**config.mk**
```make
export PLATFORM = sky130hd
export DESIGN_NAME = spi_frame_receiver_flat
export DESIGN_NICKNAME = d
export VERILOG_FILES = /design/src/rtl/plk_encoder_pkg.sv /design/src/rtl/spi_frame_receiver_if.sv /design/src/rtl/spi_frame_receiver_sync_edge_detect.sv /design/src/rtl/spi_frame_receiver.sv /design/src/flat_wrapper.sv
export SDC_FILE = /design/constraint.sdc
export NUM_CORES = 1
export LEC_CHECK = 0
export BUFFER_PORTS_ARGS = -buffer_cell sky130_fd_sc_hd__clkbuf_2
export CAP_MARGIN = 20
export CORE_ASPECT_RATIO = 0.5
export CORE_MARGIN = 3
export CORE_UTILIZATION = 35
export DETAILED_ROUTE_END_ITERATION = 8
export SETUP_SLACK_MARGIN = 0.4
export SLEW_MARGIN = 20
export SYNTH_ARGS = -nofsm -noshare
export SYNTH_HDL_FRONTEND = slang
export SYNTH_SLANG_ARGS = --single-unit
```
**constraint.sdc**
```tcl
create_clock -name clk -period 6.85 [get_ports clk]
set_clock_uncertainty 0.1 [all_clocks]
set_input_delay 1.37 -clock clk [delete_from_list [all_inputs] [get_ports clk]]
set_output_delay 1.37 -clock clk [all_outputs]
set_load 0.01 [all_outputs]
```
**src/rtl/plk_encoder_pkg.sv**
```systemverilog
// Shared constants and types for the encoder link (transmitter and PLC-side
// receiver both import this package).
//   FRAME_BITS : bits per serial frame
//   POS_BITS   : width of the position field, frame bits [POS_BITS-1:0]
//   HEADER     : required value of frame bits [31:24]
//   rx_state_t : receiver FSM state encoding
//   gray2bin   : Gray-to-binary conversion of a position word
package plk_encoder_pkg;

  localparam int         FRAME_BITS = 32;
  localparam int         POS_BITS   = 24;
  localparam logic [7:0] HEADER     = 8'hAA;

  typedef enum logic [1:0] {
    ST_IDLE  = 2'd0,
    ST_SHIFT = 2'd1,
    ST_CHECK = 2'd2
  } rx_state_t;

  // Each binary bit is the XOR of the Gray bit and the binary bit above it.
  function automatic logic [POS_BITS-1:0] gray2bin(input logic [POS_BITS-1:0] g);
    logic [POS_BITS-1:0] b;
    b[POS_BITS-1] = g[POS_BITS-1];
    for (int i = POS_BITS - 2; i >= 0; i--) begin
      b[i] = b[i+1] ^ g[i];
    end
    return b;
  endfunction

endpackage

```
**src/rtl/spi_frame_receiver_if.sv**
```systemverilog
// Position output channel of the frame receiver.
//   pos_data  : position word, valid while pos_valid is high
//   pos_valid : a new, unconsumed position is presented
//   pos_ready : consumer can take pos_data this cycle
// Handshake: a word transfers on every rising clk edge where pos_valid and
// pos_ready are both high. pos_valid is set by the producer and only cleared
// by a transfer; pos_data is stable while pos_valid is high unless a newer
// frame overwrites it (reported separately as overrun). pos_ready may be
// driven freely and does not depend on pos_valid.
interface spi_frame_receiver_if;
  import plk_encoder_pkg::*;

  logic [POS_BITS-1:0] pos_data;
  logic                pos_valid;
  logic                pos_ready;

  modport master (output pos_data, output pos_valid, input pos_ready);
  modport slave  (input pos_data, input pos_valid, output pos_ready);
endinterface

```
**src/rtl/spi_frame_receiver_sync_edge_detect.sv**
```systemverilog
// Two-flop synchronizer with a rising-edge strobe.
//   clk  : local clock
//   rst  : asynchronous active-high reset
//   din  : asynchronous input
//   rise : one-cycle strobe after a 0->1 transition of din has been
//          synchronized (aligned with the second synchronizer stage)
module sync_edge_detect (
  input  logic clk,
  input  logic rst,
  input  logic din,
  output logic rise
);
  logic s1_q, s2_q, s3_q;

  always_ff @(posedge clk or posedge rst) begin
    if (rst) begin
      s1_q <= 1'b0;
      s2_q <= 1'b0;
      s3_q <= 1'b0;
    end else begin
      s1_q <= din;
      s2_q <= s1_q;
      s3_q <= s2_q;
    end
  end

  assign rise = s2_q & ~s3_q;
endmodule

```
**src/rtl/spi_frame_receiver.sv**
```systemverilog
// Deserializer for 32-bit encoder frames arriving on an spi_clk/spi_mosi
// pair without chip select. Frames are delimited by an idle gap on spi_clk,
// checked for header and length, optionally Gray-decoded, and the position
// is offered on a valid/ready channel.
//   clk, rst    : local clock, asynchronous active-high reset
//   spi_clk     : serial clock, asynchronous to clk
//   spi_mosi    : serial data (LSB first), asynchronous to clk
//   pos         : position channel (pos_data / pos_valid / pos_ready)
//   frame_err   : one-cycle pulse on a rejected frame
//   overrun     : one-cycle pulse when an unconsumed position is replaced
//   err_count   : rejected-frame count, saturating at 16'hFFFF
//   state_dbg   : current FSM state
module spi_frame_receiver
  import plk_encoder_pkg::*;
#(
  parameter int IDLE_TIMEOUT = 64,
  parameter int GRAY_DECODE  = 0
) (
  input  logic                        clk,
  input  logic                        rst,
  input  logic                        spi_clk,
  input  logic                        spi_mosi,
  spi_frame_receiver_if.master        pos,
  output logic                        frame_err,
  output logic                        overrun,
  output logic [15:0]                 err_count,
  output rx_state_t                   state_dbg
);
  localparam int             IW        = $clog2(IDLE_TIMEOUT);
  // The state register moves to CHECK on the same edge that idle_cnt
  // reaches IDLE_TIMEOUT-1, so the decision is taken one count earlier.
  localparam logic [IW-1:0]  IDLE_LAST = IW'(IDLE_TIMEOUT - 2);
  localparam logic [5:0]     CNT_MAX   = 6'd63;
  localparam logic [5:0]     CNT_FRAME = 6'(FRAME_BITS);

  // Synchronizers: data gets the same two-stage delay as the clock strobe.
  logic clk_rise;
  logic mosi_s1_q, mosi_s2_q;

  sync_edge_detect u_clk_sync (
    .clk  (clk),
    .rst  (rst),
    .din  (spi_clk),
    .rise (clk_rise)
  );

  always_ff @(posedge clk or posedge rst) begin
    if (rst) begin
      mosi_s1_q <= 1'b0;
      mosi_s2_q <= 1'b0;
    end else begin
      mosi_s1_q <= spi_mosi;
      mosi_s2_q <= mosi_s1_q;
    end
  end

  rx_state_t               state_q, state_d;
  logic [FRAME_BITS-1:0]   sr_q, sr_d;
  logic [5:0]              bit_cnt_q, bit_cnt_d;
  logic [IW-1:0]           idle_q, idle_d;
  logic [POS_BITS-1:0]     pos_data_q, pos_data_d;
  logic                    pos_valid_q, pos_valid_d;
  logic                    frame_err_q, frame_err_d;
  logic                    overrun_q, overrun_d;
  logic [15:0]             err_count_q, err_count_d;
  logic                    frame_good;

  always_ff @(posedge clk or posedge rst) begin
    if (rst) begin
      state_q     <= ST_IDLE;
      sr_q        <= '0;
      bit_cnt_q   <= '0;
      idle_q      <= '0;
      pos_data_q  <= '0;
      pos_valid_q <= 1'b0;
      frame_err_q <= 1'b0;
      overrun_q   <= 1'b0;
      err_count_q <= '0;
    end else begin
      state_q     <= state_d;
      sr_q        <= sr_d;
      bit_cnt_q   <= bit_cnt_d;
      idle_q      <= idle_d;
      pos_data_q  <= pos_data_d;
      pos_valid_q <= pos_valid_d;
      frame_err_q <= frame_err_d;
      overrun_q   <= overrun_d;
      err_count_q <= err_count_d;
    end
  end

  assign frame_good = (bit_cnt_q == CNT_FRAME) &&
                      (sr_q[FRAME_BITS-1 -: 8] == HEADER);

  always_comb begin
    state_d     = state_q;
    sr_d        = sr_q;
    bit_cnt_d   = bit_cnt_q;
    idle_d      = idle_q;
    pos_data_d  = pos_data_q;
    pos_valid_d = pos_valid_q && !pos.pos_ready;
    frame_err_d = 1'b0;
    overrun_d   = 1'b0;
    err_count_d = err_count_q;

    case (state_q)
      ST_IDLE: begin
        if (clk_rise) begin
          // sr is all-zero here, so shifting places the first bit at the MSB.
          sr_d      = {mosi_s2_q, sr_q[FRAME_BITS-1:1]};
          bit_cnt_d = 6'd1;
          idle_d    = '0;
          state_d   = ST_SHIFT;
        end
      end

      ST_SHIFT: begin
        if (clk_rise) begin
          sr_d      = {mosi_s2_q, sr_q[FRAME_BITS-1:1]};
          bit_cnt_d = (bit_cnt_q == CNT_MAX) ? CNT_MAX : bit_cnt_q + 6'd1;
          idle_d    = '0;
        end else begin
          idle_d = idle_q + 1'b1;
          if (idle_q == IDLE_LAST) begin
            state_d = ST_CHECK;
          end
        end
      end

      ST_CHECK: begin
        // Any spi_clk edge seen in this cycle is dropped.
        if (frame_good) begin
          pos_data_d  = (GRAY_DECODE != 0) ? gray2bin(sr_q[POS_BITS-1:0])
                                           : sr_q[POS_BITS-1:0];
          pos_valid_d = 1'b1;
          overrun_d   = pos_valid_q && !pos.pos_ready;
        end else begin
          frame_err_d = 1'b1;
          if (err_count_q != 16'hFFFF) begin
            err_count_d = err_count_q + 16'd1;
          end
        end
        sr_d      = '0;
        bit_cnt_d = '0;
        idle_d    = '0;
        state_d   = ST_IDLE;
      end

      default: begin
        state_d = ST_IDLE;
      end
    endcase
  end

  assign pos.pos_data  = pos_data_q;
  assign pos.pos_valid = pos_valid_q;
  assign frame_err     = frame_err_q;
  assign overrun       = overrun_q;
  assign err_count     = err_count_q;
  assign state_dbg     = state_q;
endmodule

```
**src/flat_wrapper.sv**
```systemverilog
// flat-port wrapper written by rule: the top's interface ports become plain ports
module spi_frame_receiver_flat import plk_encoder_pkg::*;
#(
  parameter int IDLE_TIMEOUT = 64,
  parameter int GRAY_DECODE  = 0
)
  (clk, rst, spi_clk, spi_mosi, frame_err, overrun, err_count, state_dbg, pos_pos_data, pos_pos_valid, pos_pos_ready);
  spi_frame_receiver_if pos_i ();
  input  logic clk;
  input  logic rst;
  input  logic spi_clk;
  input  logic spi_mosi;
  output logic frame_err;
  output logic overrun;
  output logic [15:0] err_count;
  output rx_state_t state_dbg;
  output wire logic [$bits(pos_i.pos_data)-1:0] pos_pos_data;
  output wire logic [$bits(pos_i.pos_valid)-1:0] pos_pos_valid;
  input wire logic [$bits(pos_i.pos_ready)-1:0] pos_pos_ready;
  assign pos_pos_data = pos_i.pos_data;
  assign pos_pos_valid = pos_i.pos_valid;
  assign pos_i.pos_ready = pos_pos_ready;
  spi_frame_receiver #(.IDLE_TIMEOUT(IDLE_TIMEOUT), .GRAY_DECODE(GRAY_DECODE)) u_core (.clk(clk), .rst(rst), .spi_clk(spi_clk), .spi_mosi(spi_mosi), .pos(pos_i), .frame_err(frame_err), .overrun(overrun), .err_count(err_count), .state_dbg(state_dbg));
endmodule
```
# Word-level counts from Yosys, hierarchy flattened

Cells that the tools add are included.

Input port bits: 5
Logic and storage cells: 64
Register bits: 94
Output and inout port bits: 45

Mux-type cells: 19
Equality and inequality tests: 12
Bitwise logic cells: 3
Reductions and logical operators: 13
Add/subtract/negate cells: 3

Operators by type and width:

| kind                    | number |
|---|---|
| $pmux W32 S2            | 1 |
| $pmux W6 S3             | 2 |
| $mux W32                | 1 |
| $mux W6                 | 5 |
| $eq A6 B6 Y1 const B    | 3 |
| $add A16 B1 Y16 const B | 1 |
| $ne A16 B16 Y1 const B  | 1 |
| $add A6 B1 Y6 const B   | 2 |
| $reduce_and A3 Y1       | 3 |
| $eq A8 B8 Y1 const B    | 1 |
| $ne A2 B1 Y1 const B    | 4 |
| $mux W1                 | 6 |
| $mux W2                 | 3 |
| $reduce_and A2 Y1       | 3 |
| $pmux W2 S2             | 1 |
| $reduce_bool A3 Y1      | 1 |
| $eq A2 B1 Y1 const B    | 1 |
| $eq A2 B2 Y1 const B    | 1 |
| $logic_and A1 B1 Y1     | 2 |
| $logic_not A2 Y1        | 1 |
| $ne A2 B2 Y1 const B    | 1 |
| $not A1 Y1              | 2 |
| $reduce_bool A2 Y1      | 1 |
| $reduce_or A2 Y1        | 1 |
| 2 further kinds         | 2 |

# Longest topological paths before layout

Word-level depth: 4
Depth in mapped cells: 8
Gate-level depth less buffers: 7

# Hierarchy

Synthesis repeated with hierarchy kept, for this count alone.

Cell total of the unflattened synthesis: 376
Area total of the unflattened synthesis: 4186.5 µm²

Modules (own cells, without submodules):

| module             | instances | seq. area each (µm²) | area an instance (µm²) | cells an instance |
|---|---|---|---|---|
| spi_frame_receiver | 1         | 2277.2               | 4093.9                 | 371 |
| sync_edge_detect   | 1         | 75.1                 | 92.6                   | 5 |

# Worst setup path before layout

OpenSTA, ideal clock, no wires.

Kind: register to register
Start point: reg u_core.bit_cnt_q[2]
End point: reg u_core.pos_data_q[10] (netlist: u_core.pos.pos_data[10])
Library setup time: 0.125 ns
Arrival: 1.879 ns
Cell stages (with the launch flop): 6
Period minus slack after synthesis: 2.104 ns
Setup slack: 4.746 ns
Cell sequence: dfrtp_1 or4b_4 nor4_4 nand2_4 buf_6 mux2_4

Word-level cells in the longest chain between the ends: 3

Ends and longest elaborated chain:

| element                     | line                     | RTL |
|---|---|---|
| start: declaration          | spi_frame_receiver.sv:59 | `logic [5:0] bit_cnt_q, bit_cnt_d;` |
| start signal: assignment    | spi_frame_receiver.sv:82 | `bit_cnt_q <= bit_cnt_d;` |
| $eq A6 B6 Y1                | spi_frame_receiver.sv:92 | `assign frame_good = (bit_cnt_q == CNT_FRAME) &&` |
| $logic_and A1 B1 Y1         | spi_frame_receiver.sv:92 |  |
| $reduce_and A2 Y1 (no line) | n/a                      |  |
| end signal: assignment      | spi_frame_receiver.sv:84 | `pos_data_q <= pos_data_d;` |
| end: declaration            | spi_frame_receiver.sv:61 | `logic [POS_BITS-1:0] pos_data_q, pos_data_d;` |

No other way between the ends.
A chain may end at the register's enable or synchronous reset.

# Worst setup path in the final report

Start point: reg u_core.state_q[0] (netlist: u_core.state_dbg[0])
End point: reg u_core.err_count_q[1] (netlist: u_core.err_count[1])

Word-level cells in the longest chain between the ends: 2

Ends and longest elaborated chain:

| element                     | line                      | RTL |
|---|---|---|
| start: declaration          | spi_frame_receiver.sv:57  | `rx_state_t state_q, state_d;` |
| start signal: assignment    | spi_frame_receiver.sv:80  | `state_q <= state_d;` |
| $eq A2 B2 Y1                | spi_frame_receiver.sv:106 | `case (state_q)` |
| $reduce_and A3 Y1 (no line) | n/a                       |  |
| end signal: assignment      | spi_frame_receiver.sv:88  | `err_count_q <= err_count_d;` |
| end: declaration            | spi_frame_receiver.sv:65  | `logic [15:0] err_count_q, err_count_d;` |

No other way between the ends.

==> out/qor.csv <==
metric;value;unit
status;complete, no violations;
antenna_found_initial;0;
path_buf_inv;3;
placement_rows;27;
ir_drop;119;uV
p_leak;2.54;nW
syn_area;0.00408;mm^2
io-pin-count;50;
postCtsSetupBuffers;0;
synthAdderAreaFrac;0.0276;
cts_inserted_buffers;9;
cp-end-kind;flop;
routed_via_density;4.74;
slowest_stage;clkinv_1;
antennaDiodeCount;0;
slew_headroom;0.376;
drt_iter0_markers;174;
firstDrtPassIters;4;
cts_tree;built;
crit_family;buffers and inverters;
met3_length;415;um
vias;2733;
setup_viol;0;
die_area;0.0131;mm^2
core;0.0112;mm^2
hold_violations;0;
start_util;0.365;
cts_sinks;94;
nets;427;
synth_cells;364;
grt_max_degree;49;
m1WireLength;3.92;mm
die_h;82.3;um
fin_tns_setup;0;ps
arrival;2940;ps
wirelength;7.78;mm
syn-num-nets;378;
gp_congestion;0.766;
critPathKind;flop to flop;
ys_seq_area_frac;0.577;
worstPathMaxFanout;34;
fmax;356;MHz
dp_hpwl;5.08;mm
period_minus_slack;2810;ps
io_buffers;49;
drcViolationCount;0;
met2_length;3.33;mm
postCtsHoldBufs;0;
clk_path_buf_depth;2;
layout_common_cells;dfrtp_1 (94), nand2_1 (73), clkbuf_2 (49);
nFillCells;1096;
h-tree-depth;3;
min_period_over_period;0.410;
final_common_cell;dfrtp_1;
root_buffer;clkbuf_16;
fin_util;0.427;
power_density;262;mW/mm^2
worstPathRequired;6980;ps
synth_top_family_by_area;simple AND/OR/NAND/NOR gates;
ys_types;39;
max_cap_viol_count;0;
synth-seq-cells;94;
worst_slew_pin_slew;931;ps
synthXorXnorAreaFrac;0.0279;
path_clk_slew;60;ps
synth_compound_area_frac;0.0469;
synth_warnings;0;
postCtsResizedCells;0;
grt_pass1_vias;2686;
grt_setup_unrepaired;false;
ant_nets;0;
area_growth;17.1;%
fin_area;0.00478;mm^2
wl_per_cell;13.5;um
path_cells;inv_1, ha_1, clkinv_1, nor3_1, buf_4, mux2_2;
final_layout_size_suffix_gt1_frac;0.242;
timing.hold.worst.class;flop to flop;
track_usage;0.129;
startpoint_type;flop;
clk_latency;340;ps
slowest_delay;760;ps
place_ws;3990;ps
die_w;159;um
postPlaceCellArea;0.00449;mm^2
finalWorstSetupSlack;4040;ps
syn_area_per_cell;11.2;um^2
yosys-mux-area-fraction;0.0988;
topRoutingLayerUsed;met4;
slew_violations;0;
synthSimpleGateAreaFrac;0.194;
grt_remaining_overflow;0;
grt_pass1_wl;13.2;mm
==> layer usage <==
metal	vias up	track usage
li1	1353	-
met1	1317	0.171
met2	51	0.196
met3	12	0.0489
met4	0	0.0412
met5	-	0
==> power by group <==
group	switching (W)	internal, W
sequential	0.0000341	0.000590
combinational	0.0000869	0.0000526
clock	0.000199	0.000289
total	0.000320	0.000932
==> synth_stat cells <==
master,count,area (um^2)
nor2_1,9,33.8
mux2_2,10,113
nand2b_1,3,18.8
nor4_1,1,6.26
clkinv_1,1,3.75
o21ai_0,11,55.1
o211ai_1,2,15.0
nand4b_1,1,8.76
mux2i_1,2,20.0
or4b_4,1,13.8
nand2_1,73,274
dfrtp_1,94,2350
and3_1,15,93.8
o2111ai_1,1,8.76
nand3b_1,1,7.51
clkbuf_1,12,45.0
o221ai_1,1,8.76
xnor2_1,9,78.8
a21oi_1,8,40.0
ha_1,9,113
a41oi_1,1,8.76
nor4_4,1,21.3
xor2_1,4,35.0
nand2_4,1,11.3
or2_2,1,6.26
and4_1,1,8.76
a21o_1,1,7.51
o31ai_1,4,30.0
nor3_1,1,5.00
nand3_1,38,190
inv_1,10,37.5
mux2_4,18,270
a32o_1,1,10.0
buf_6,2,22.5
or4bb_1,1,11.3
buf_2,1,5.00
and2_1,2,12.5
a22oi_1,1,7.51
nand4_1,11,68.8
==> final cells by class <==
type	count	area [um^2]	area share
clock inverter	4	47.5	0.00995
timing repair buffer	53	275	0.0576
inverter	11	43.8	0.00917
tap	159	199	0.0416
clock buffer	11	243	0.0508
sequential	94	2350	0.492
multi-input combinational	244	1620	0.338
==> path summary, 6_finish.rpt <==
| check | from | end | slack (ps) | depth (start not counted) |
|---|---|---|---|---|
| setup / recovery | u_core.state_dbg[0] | u_core.err_count[1] | 4040 | 6 |
| hold reg to reg | u_core.u_clk_sync.s1_q | u_core.u_clk_sync.s2_q | 250 | 0 |
| min in group asynchronous | rst | u_core.err_count[12] | 980 | 2 |
| max in group asynchronous | rst | u_core.sr_q[10] | 4680 | 3 |
| setup reg to reg | u_core.state_dbg[0] | u_core.err_count[1] | 4040 | 6 |
| hold / removal | u_core.u_clk_sync.s1_q | u_core.u_clk_sync.s2_q | 250 | 0 |
==> state kept, by name, summed over array words and instances, names as in the netlist <==
register                cells
u_core.bit_cnt_q            6
u_core.err_count           16
u_core.frame_err            1
u_core.idle_q               6
u_core.mosi_s1_q            1
u_core.mosi_s2_q            1
u_core.overrun              1
u_core.pos.pos_data        24
u_core.pos.pos_valid        1
u_core.sr_q                32
u_core.state_dbg            2
u_core.u_clk_sync.s1_q      1
u_core.u_clk_sync.s2_q      1
u_core.u_clk_sync.s3_q      1
==> metrics by stage <==
stage | std cells | hold slack, ps | power [W]
floorplan | 364 | 231 | 0.000733
global placement | 561 | 233 | 0.000773
detailed placement | 561 | 235 | 0.000776
CTS | 576 | 254 | 0.00127
global route | 576 | 261 | 0.00132
finish | 576 | 249 | 0.00125
==> cells by family after synthesis <==
| logic type | Yosys count |
|---|---|
| simple gates | 161 |
| xor+xnor | 13 |
| mux | 30 |
| fa+ha+maj | 9 |
| flops | 94 |
| compound gates | 31 |
| buf+inv | 26 |
Power figures use the tool's default switching activity.
